==> config.mk <==
export PLATFORM = sky130hd
export DESIGN_NAME = image_frame_buffer
export DESIGN_NICKNAME = d
export VERILOG_FILES = /design/src/rtl/image_frame_buffer.sv
export SDC_FILE = /design/constraint.sdc
export NUM_CORES = 1
export LEC_CHECK = 0
export ABC_AREA = 1
export ABC_CLOCK_PERIOD_IN_PS = 2500
export CAP_MARGIN = 15
export CORE_ASPECT_RATIO = 1.5
export CORE_MARGIN = 10
export CORE_UTILIZATION = 51
export CTS_CLUSTER_DIAMETER = 100
export CTS_CLUSTER_SIZE = 8
export DETAILED_ROUTE_END_ITERATION = 7
export PLACE_DENSITY = 0.77
export REMOVE_ABC_BUFFERS = 1
export SLEW_MARGIN = 0
export SYNTH_ARGS = -nofsm -noshare
export SYNTH_HDL_FRONTEND = slang
export SYNTH_SLANG_ARGS = --single-unit
export TNS_END_PERCENT = 20
==> constraint.sdc <==
create_clock -name clk -period 2.5 [get_ports clk]
set_clock_uncertainty 0.1 [all_clocks]
set_input_delay 0.25 -clock clk [delete_from_list [all_inputs] [get_ports clk]]
set_output_delay 0.25 -clock clk [all_outputs]
set_load 0.02 [all_outputs]
==> src/rtl/image_frame_buffer.sv <==
// image_frame_buffer: packs pixel beats into binary frames with optional ping-pong storage released by consumer ack.
module image_frame_buffer #(
  parameter int IMG_W      = 14,
  parameter int IMG_H      = 14,
  parameter int BEAT_W     = 7,
  parameter int DOUBLE_BUF = 1,
  localparam int PIX       = IMG_W * IMG_H,
  localparam int BEATS     = PIX / BEAT_W,
  localparam int CW        = $clog2(BEATS)
) (
  input  logic              clk,
  input  logic              rst_n,
  input  logic              frame_start,
  input  logic              in_valid,
  input  logic [BEAT_W-1:0] in_data,
  output logic              in_ready,
  output logic              frame_valid,
  output logic [PIX-1:0]    frame_data,
  input  logic              frame_ack,
  output logic [CW-1:0]     beat_idx,
  output logic [7:0]        frame_cnt,
  output logic              overflow
);
  typedef enum logic {FILL, BLOCKED} state_t;
  state_t         state;
  logic [1:0]     full, full_nxt;
  logic           wr_slot, rd_slot, wr_nxt;
  logic [PIX-1:0] mem [2];
  logic           acc, last, ack_ok;
  assign in_ready    = state == FILL;
  assign acc         = in_valid && in_ready && !frame_start;
  assign last        = acc && beat_idx == CW'(BEATS - 1);
  assign ack_ok      = frame_ack && full[rd_slot];
  assign frame_valid = full[rd_slot];
  assign frame_data  = full[rd_slot] ? mem[rd_slot] : '0;
  // Commit and release can land on the same edge; the next state follows whether the new write slot is free.
  always_comb begin
    full_nxt = full;
    if (last) full_nxt[wr_slot] = 1'b1;
    if (ack_ok) full_nxt[rd_slot] = 1'b0;
    wr_nxt = (last && DOUBLE_BUF != 0) ? ~wr_slot : wr_slot;
  end
  always_ff @(posedge clk)
    if (acc) mem[wr_slot][beat_idx*BEAT_W +: BEAT_W] <= in_data;
  always_ff @(posedge clk or negedge rst_n)
    if (!rst_n) begin
      state     <= FILL;
      full      <= '0;
      wr_slot   <= 1'b0;
      rd_slot   <= 1'b0;
      beat_idx  <= '0;
      frame_cnt <= '0;
      overflow  <= 1'b0;
    end else begin
      state     <= full_nxt[wr_nxt] ? BLOCKED : FILL;
      full      <= full_nxt;
      wr_slot   <= wr_nxt;
      rd_slot   <= (ack_ok && DOUBLE_BUF != 0) ? ~rd_slot : rd_slot;
      beat_idx  <= frame_start ? '0 : last ? '0 : acc ? beat_idx + CW'(1) : beat_idx;
      frame_cnt <= last ? frame_cnt + 8'd1 : frame_cnt;
      overflow  <= frame_start ? 1'b0 : overflow | (in_valid && !in_ready);
    end
endmodule

Word-level counts from Yosys, hierarchy flattened
Memory sizes are Yosys's and may differ from the RTL's.
Index checks and enable logic that the tools add are counted.
{"block": "op_classes", "shifts": 2, "n_mul": 1, "mux": 19, "n_lt_le_gt_ge": 5, "reduce_logical": 9, "n_eq_ne": 1, "n_bitwise": 7, "n_addsub": 3}
{"cell": "two-way mux 196 bit", "n": 2}
{"cell": "variable shift 7 x 34 -> 196 bit (first input constant)", "n": 1}
{"cell": "variable part select 7 x 34 -> 196 bit", "n": 1}
{"cell": "negation 8 -> 34 bit", "n": 1}
{"cell": "two-way mux 5 bit", "n": 3}
{"cell": "two-way mux 1 bit", "n": 10}
{"cell": "adder 8 x 1 -> 8 bit (second input constant)", "n": 1}
{"cell": "multiplier 5 x 3 -> 8 bit (second input constant)", "n": 1}
{"cell": "logical AND 1 bit", "n": 7}
{"cell": "< comparator 1 x 2 -> 1 bit (second input constant)", "n": 3}
{"cell": "adder 5 x 1 -> 5 bit (second input constant)", "n": 1}
{"cell": "== test 5 bit (second input constant)", "n": 1}
{"cell": "two-way mux 2 bit", "n": 2}
{"cell": "NOT 1 bit", "n": 3}
{"cell": "nonzero test 3 bit", "n": 1}
{"cell": "bitwise AND 2 bit", "n": 1}
{"cell": "demux 1 bit (select 1 bit)", "n": 2}
{"cell": "greater-or-equal comparator 1 bit (second input constant)", "n": 2}
{"cell": "NOT 2 bit", "n": 1}
{"cell": "bitwise OR 2 bit", "n": 1}
{"cell": "zero test 1 bit", "n": 1}
{"cell": "bitwise OR 1 bit", "n": 1}
{"block": "word_totals", "n_memories": 1, "regBits": 19, "inputBits": 12, "out_inout_bits": 212, "ram_bits": 392}
{"memory": "mem", "words": 2, "width": 196, "read_ports": 1, "rd_ports_with_merged_regs": 0, "write_ports": 1, "line": "28", "text": "logic [PIX-1:0] mem [2];"}

Logic depth before layout (Yosys ltp)
{"block": "logic_depth", "ltp_word": 11, "mapped_depth": 11}

Least setup slack after synthesis
OpenSTA, ideal clock, no wires.
{"block": "synth_path", "path_kind": "reg2reg", "from": "register beat_idx[0]", "to": "memory mem[1][182] (netlist bit), enable pin", "stages_incl_launch_ff": 12, "t_required_ns": 2.020, "arrival_time_ns": 2.445, "path_slack_ns": -0.425, "n_path_buf": 3, "setup_time_ns": 0.380, "path_cell_list": "dfrtp_1 buf_2 inv_2 ha_1 buf_4 inv_2 nor2_1 nand2_1 nor2_4 nand2_2 buf_2 nor3_1"}
{"block": "synth_via", "elab_chain_cells": 4}
{"element": "start: declaration", "line": "20", "text": "output logic [CW-1:0] beat_idx,"}
{"element": "start signal: assignment", "line": "59", "text": "beat_idx <= frame_start ? '0 : last ? '0 : acc ? beat_idx + CW'(1) : beat_idx;"}
{"element": "multiplier 5 x 3 -> 8 bit", "line": "44", "text": "if (acc) mem[wr_slot][beat_idx*BEAT_W +: BEAT_W] <= in_data;"}
{"element": "negation 8 -> 34 bit", "line": "44"}
{"element": "variable shift 7 x 34 -> 196 bit", "line": "44"}
{"element": "two-way mux 196 bit (not written as such)", "line": "44"}
{"element": "end: declaration", "line": "28"}
No other way between the ends.

Worst setup path after layout
{"block": "layout_path", "from": "register rd_slot", "to": "output frame_data[40]"}
{"block": "layout_via", "elab_chain_cells": 3, "word_cells_on_any_way": 4}
{"element": "start: declaration", "line": "27", "text": "logic wr_slot, rd_slot, wr_nxt;"}
{"element": "start signal: assignment", "line": "58", "text": "rd_slot <= (ack_ok && DOUBLE_BUF != 0) ? ~rd_slot : rd_slot;"}
{"element": "two-way mux 1 bit (not written as such) (2 in a row)", "line": "35", "text": "assign frame_data = full[rd_slot] ? mem[rd_slot] : '0;"}
{"element": "two-way mux 196 bit *", "line": "35"}
{"element": "end: declaration", "line": "18", "text": "output logic [PIX-1:0] frame_data,"}
Every way passes the cells marked *; elsewhere a longest branch is shown, timed or not. The select of a mux whose other input is x is not followed.

==> impl_summary.log <==
INFO  metric synth.yosys.seq_area_share = 64.3%
INFO  metric drt-initial-drc-count = 1,189
INFO  metric power.sequential.fraction = 34.7%
INFO  metric die-area = 45,600 um^2
INFO  metric routed-via-count = 14,800
INFO  metric antenna_found_initial = 0
INFO  metric hold_path.class = primary input to async pin
INFO  metric route.antenna.remaining_nets = 0
INFO  metric finalInstanceArea = 23,800 um^2
INFO  metric finalNetCount = 2,342
INFO  metric placedInstanceArea = 22,200 um^2
INFO  metric cts_buffers = 57
INFO  metric number_of_buffers_between_clock_root_and_the_deepest_sink = 3
INFO  metric grt_setup_unrepaired = true
INFO  metric hold_violations = 0
INFO  metric timing.critical_path.required = 2.15 ns
INFO  metric detail_route.wl_per_cell = 18.5 um
INFO  metric slew-limit-headroom = 44.9%
INFO  metric synth.ff_latch_count = 411
INFO  metric synth_area_per_cell = 9.41 um^2
INFO  metric tightest_slew = 0.824 ns
INFO  metric initial_core_util = 51.8%
INFO  metric gr-total-overflow = 0
INFO  metric clock_latency_reported_for_the_late_side_of_the_worst_skew_pair = 0.58 ns
INFO  metric floorplan.io_pins = 224
INFO  metric die_height = 257 um
INFO  metric most-common-layout-cells = nand2_1 (850), edfxtp_1 (392), inv_1 (227)
INFO  metric vdd_ir_drop_max = 0.600 mV
INFO  metric synth_top_cell_by_area = edfxtp_1
INFO  metric netSwitchingFraction = 34.8%
INFO  metric placement.io_buffers = 223
INFO  metric grt_pass1_vias = 14,800
INFO  metric cellPowerDensity = 922 nW/um^2
INFO  metric hold_slack = 0.0431 ns
INFO  metric period_needed = 2.58 ns
INFO  metric number_of_flops_mapped_to_enable_cells_by_yosys = 392
INFO  metric total_half_perimeter_wirelength_after_legalization_and_detailed_placement = 35,200 um
INFO  metric postSynth.asyncResetShare = 4.62%
INFO  metric grt_start_max_net_pins = 58
INFO  metric drive_gt1_share = 20.4%
INFO  metric power_switching = 7.64 mW
INFO  metric place.gp.congestion = 0.878
INFO  metric layout_area_overhead = 25.1%
INFO  metric maxClockFrequency = 388 MHz
INFO  metric finalCritPeriodShare = 103%
INFO  metric timing.final.max_slew_violations = 0
INFO  metric post-synth-top-area-fraction = 61.8%
INFO  metric drc_errors = 0
INFO  metric fill_cell_total_of_the_finished_layout = 2,915
INFO  metric netlist_area = 19,000 um^2
INFO  metric syn-instance-count = 2,024
INFO  metric critical_path.endpoint_type = primary output
INFO  metric synth_ff_type = edfxtp_1
INFO  metric ctsHtreeMaxLevel = 2
INFO  metric critPathArrivalTime = 2.23 ns
INFO  metric ff2ff_path_depth = 8
INFO  metric first_pass_grt_wire_length = 79,800 um
INFO  metric maxCapViolations = 0
INFO  metric outcome = finished with violations
INFO  metric finalSetupViolCount = 16
INFO  metric die_x = 178 um
INFO  metric detailedRoute.firstPassIterationCount = 8
INFO  metric total_routing_resource_utilization_after_global_routing = 22.4%
INFO  metric yosysWarningCount = 0
INFO  metric violated_checks = setup timing
INFO  metric clkSlewWorstSetupHoldPaths = 0.06 ns
INFO  metric clk_root_buffer_cell = clkbuf_16
INFO  metric tritoncts = yes
INFO  metric synth.lib_cells_used.distinct = 40
INFO  metric crit_path_max_fanout = 8
INFO  metric layout_commonest_cell = nand2_1
INFO  metric rows = 86
INFO  metric route.detailed.vias_per_inst = 5.19
INFO  metric setup.worst_path.class = flip-flop to primary output
INFO  metric setup_slack = -0.0792 ns
INFO  metric synth.area.top_cells = edfxtp_1 (62%), nand2_1 (17%), inv_1 (4.7%)
INFO  metric p_comb_share = 33.6%
INFO  metric postCtsHoldBufs = 0
INFO  metric clkSinkCount = 411
INFO  metric setup-tns-final = -0.407 ns
INFO  metric power.leakage = 11.7 nW
INFO  metric drt-total-wl = 52,600 um
INFO  metric placeableCoreArea = 36,800 um^2
INFO  metric antennaDiodeCount = 0
INFO  metric p_int = 14.3 mW
INFO  metric clock_power_share = 31.8%
INFO  metric start_kind = flip-flop
## cells by family after synthesis
| family | after synthesis | share of synthesized area [%] |
|---|---|---|
| fa+ha+maj | 5 | 0.328 |
| xor+xnor | 8 | 0.447 |
| compound gates | 11 | 0.348 |
| simple gates | 1225 | 26.6 |
| buf+inv | 364 | 7.95 |
| flops | 411 | 64.3 |
## Yosys cell counts (2+ instances only)
cell type and count:
buf_1 8, buf_2 42, buf_4 7, buf_6 9, clkbuf_1 47, clkinv_1 3, dfrtp_1 19, edfxtp_1 392
ha_1 5, inv_1 238, inv_2 9, nand2_1 864, nand2_2 7, nand2_4 6, nand3_1 33, nand4_1 8
nor2_1 178, nor2_2 11, nor2_4 4, nor3_1 81, nor3_2 20, o21ai_0 3, o22ai_1 4, or2_1 5
or2_2 2, xnor2_1 2, xor2_1 4
## per-stage QoR
stage | setup slack (ns) | util [%] | power, mW | cells
after floorplan | -5.42 | - | 12.7 | 1911
after global placement | 0.113 | 60.4 | 14.3 | 2730
after detailed placement | 0.133 | 60.4 | 14.4 | 2730
after CTS | -0.158 | 64.5 | 21.7 | 2841
after global routing | -0.131 | 64.8 | 22.9 | 2847
final | -0.0792 | 64.8 | 22.0 | 2847
## state kept, by name, indices dropped and copies added (netlist names)
name       flops
rd_slot        1
mem          392
wr_slot        1
overflow       1
full           2
frame_cnt      8
beat_idx       5
state          1
## path summary, 6_finish.rpt
check | slack [ns] | to | startpoint
min | 0.04 | beat_idx[3]$_DFFE_PN0P_ | rst_n
max | -0.08 | frame_data[40] | rd_slot$_DFFE_PN0P_
max reg2reg | 0.10 | mem[0][137]$_DFFE_PP_ | beat_idx[0]$_DFFE_PN0P_
max in group asynchronous | 1.62 | frame_cnt[6]$_DFFE_PN0P_ | rst_n
min reg2reg | 0.41 | overflow$_DFF_PN0_ | overflow$_DFF_PN0_
min in group clk | 0.21 | overflow$_DFF_PN0_ | frame_start
## area by class of cell
class,instances,area [um^2],area share (%)
clock inverters,3,43.8,0.184
well taps,484,606,2.54
repair buffers,355,3040,12.8
inverters,251,957,4.02
flip-flops and latches,411,12300,51.4
clock buffers,94,1590,6.66
multi-input cells,1249,5350,22.4
## power groups by stage
stage	clock, mW	sequential [mW]	combinational, mW
global placement	0	7.73	6.56
global route	7.34	7.62	7.95
CTS	7.01	7.63	7.06
floorplan	0	7.96	4.75
finish	6.98	7.62	7.37
detailed placement	0	7.73	6.66
## repair_timing
| item | in CTS | in global routing |
|---|---|---|
| gates resized for setup | 519 | 159 |
| pin swaps | 1 | 1 |
| endpoints found under the setup margin | 174 | 204 |
| cloned | 8 | 1 |
| endpoints found under the hold margin | 0 | 0 |
| buffers inserted | 6 | 5 |
## worst max-delay path, stage by stage, from the launching register on
cell	delay [ns]
dfrtp_4	0.57
o21ai_4	0.21
buf_6	0.13
buf_12	0.15
buf_16	0.14
buf_8	0.13
nand2_1	0.10
inv_1	0.07
buf_4	0.14
## per-layer routing
layer  GRT usage [%]  share of wire, %  vias to the layer above
met3            4.56               8.1                      153
li1                -                 -                     6958
met2            40.2                52                      688
met1            24.5                35                     6966
met4            11.1               4.6                        0
met5               0                 0                        -
No activity file was read; power rests on OpenSTA's default activity.
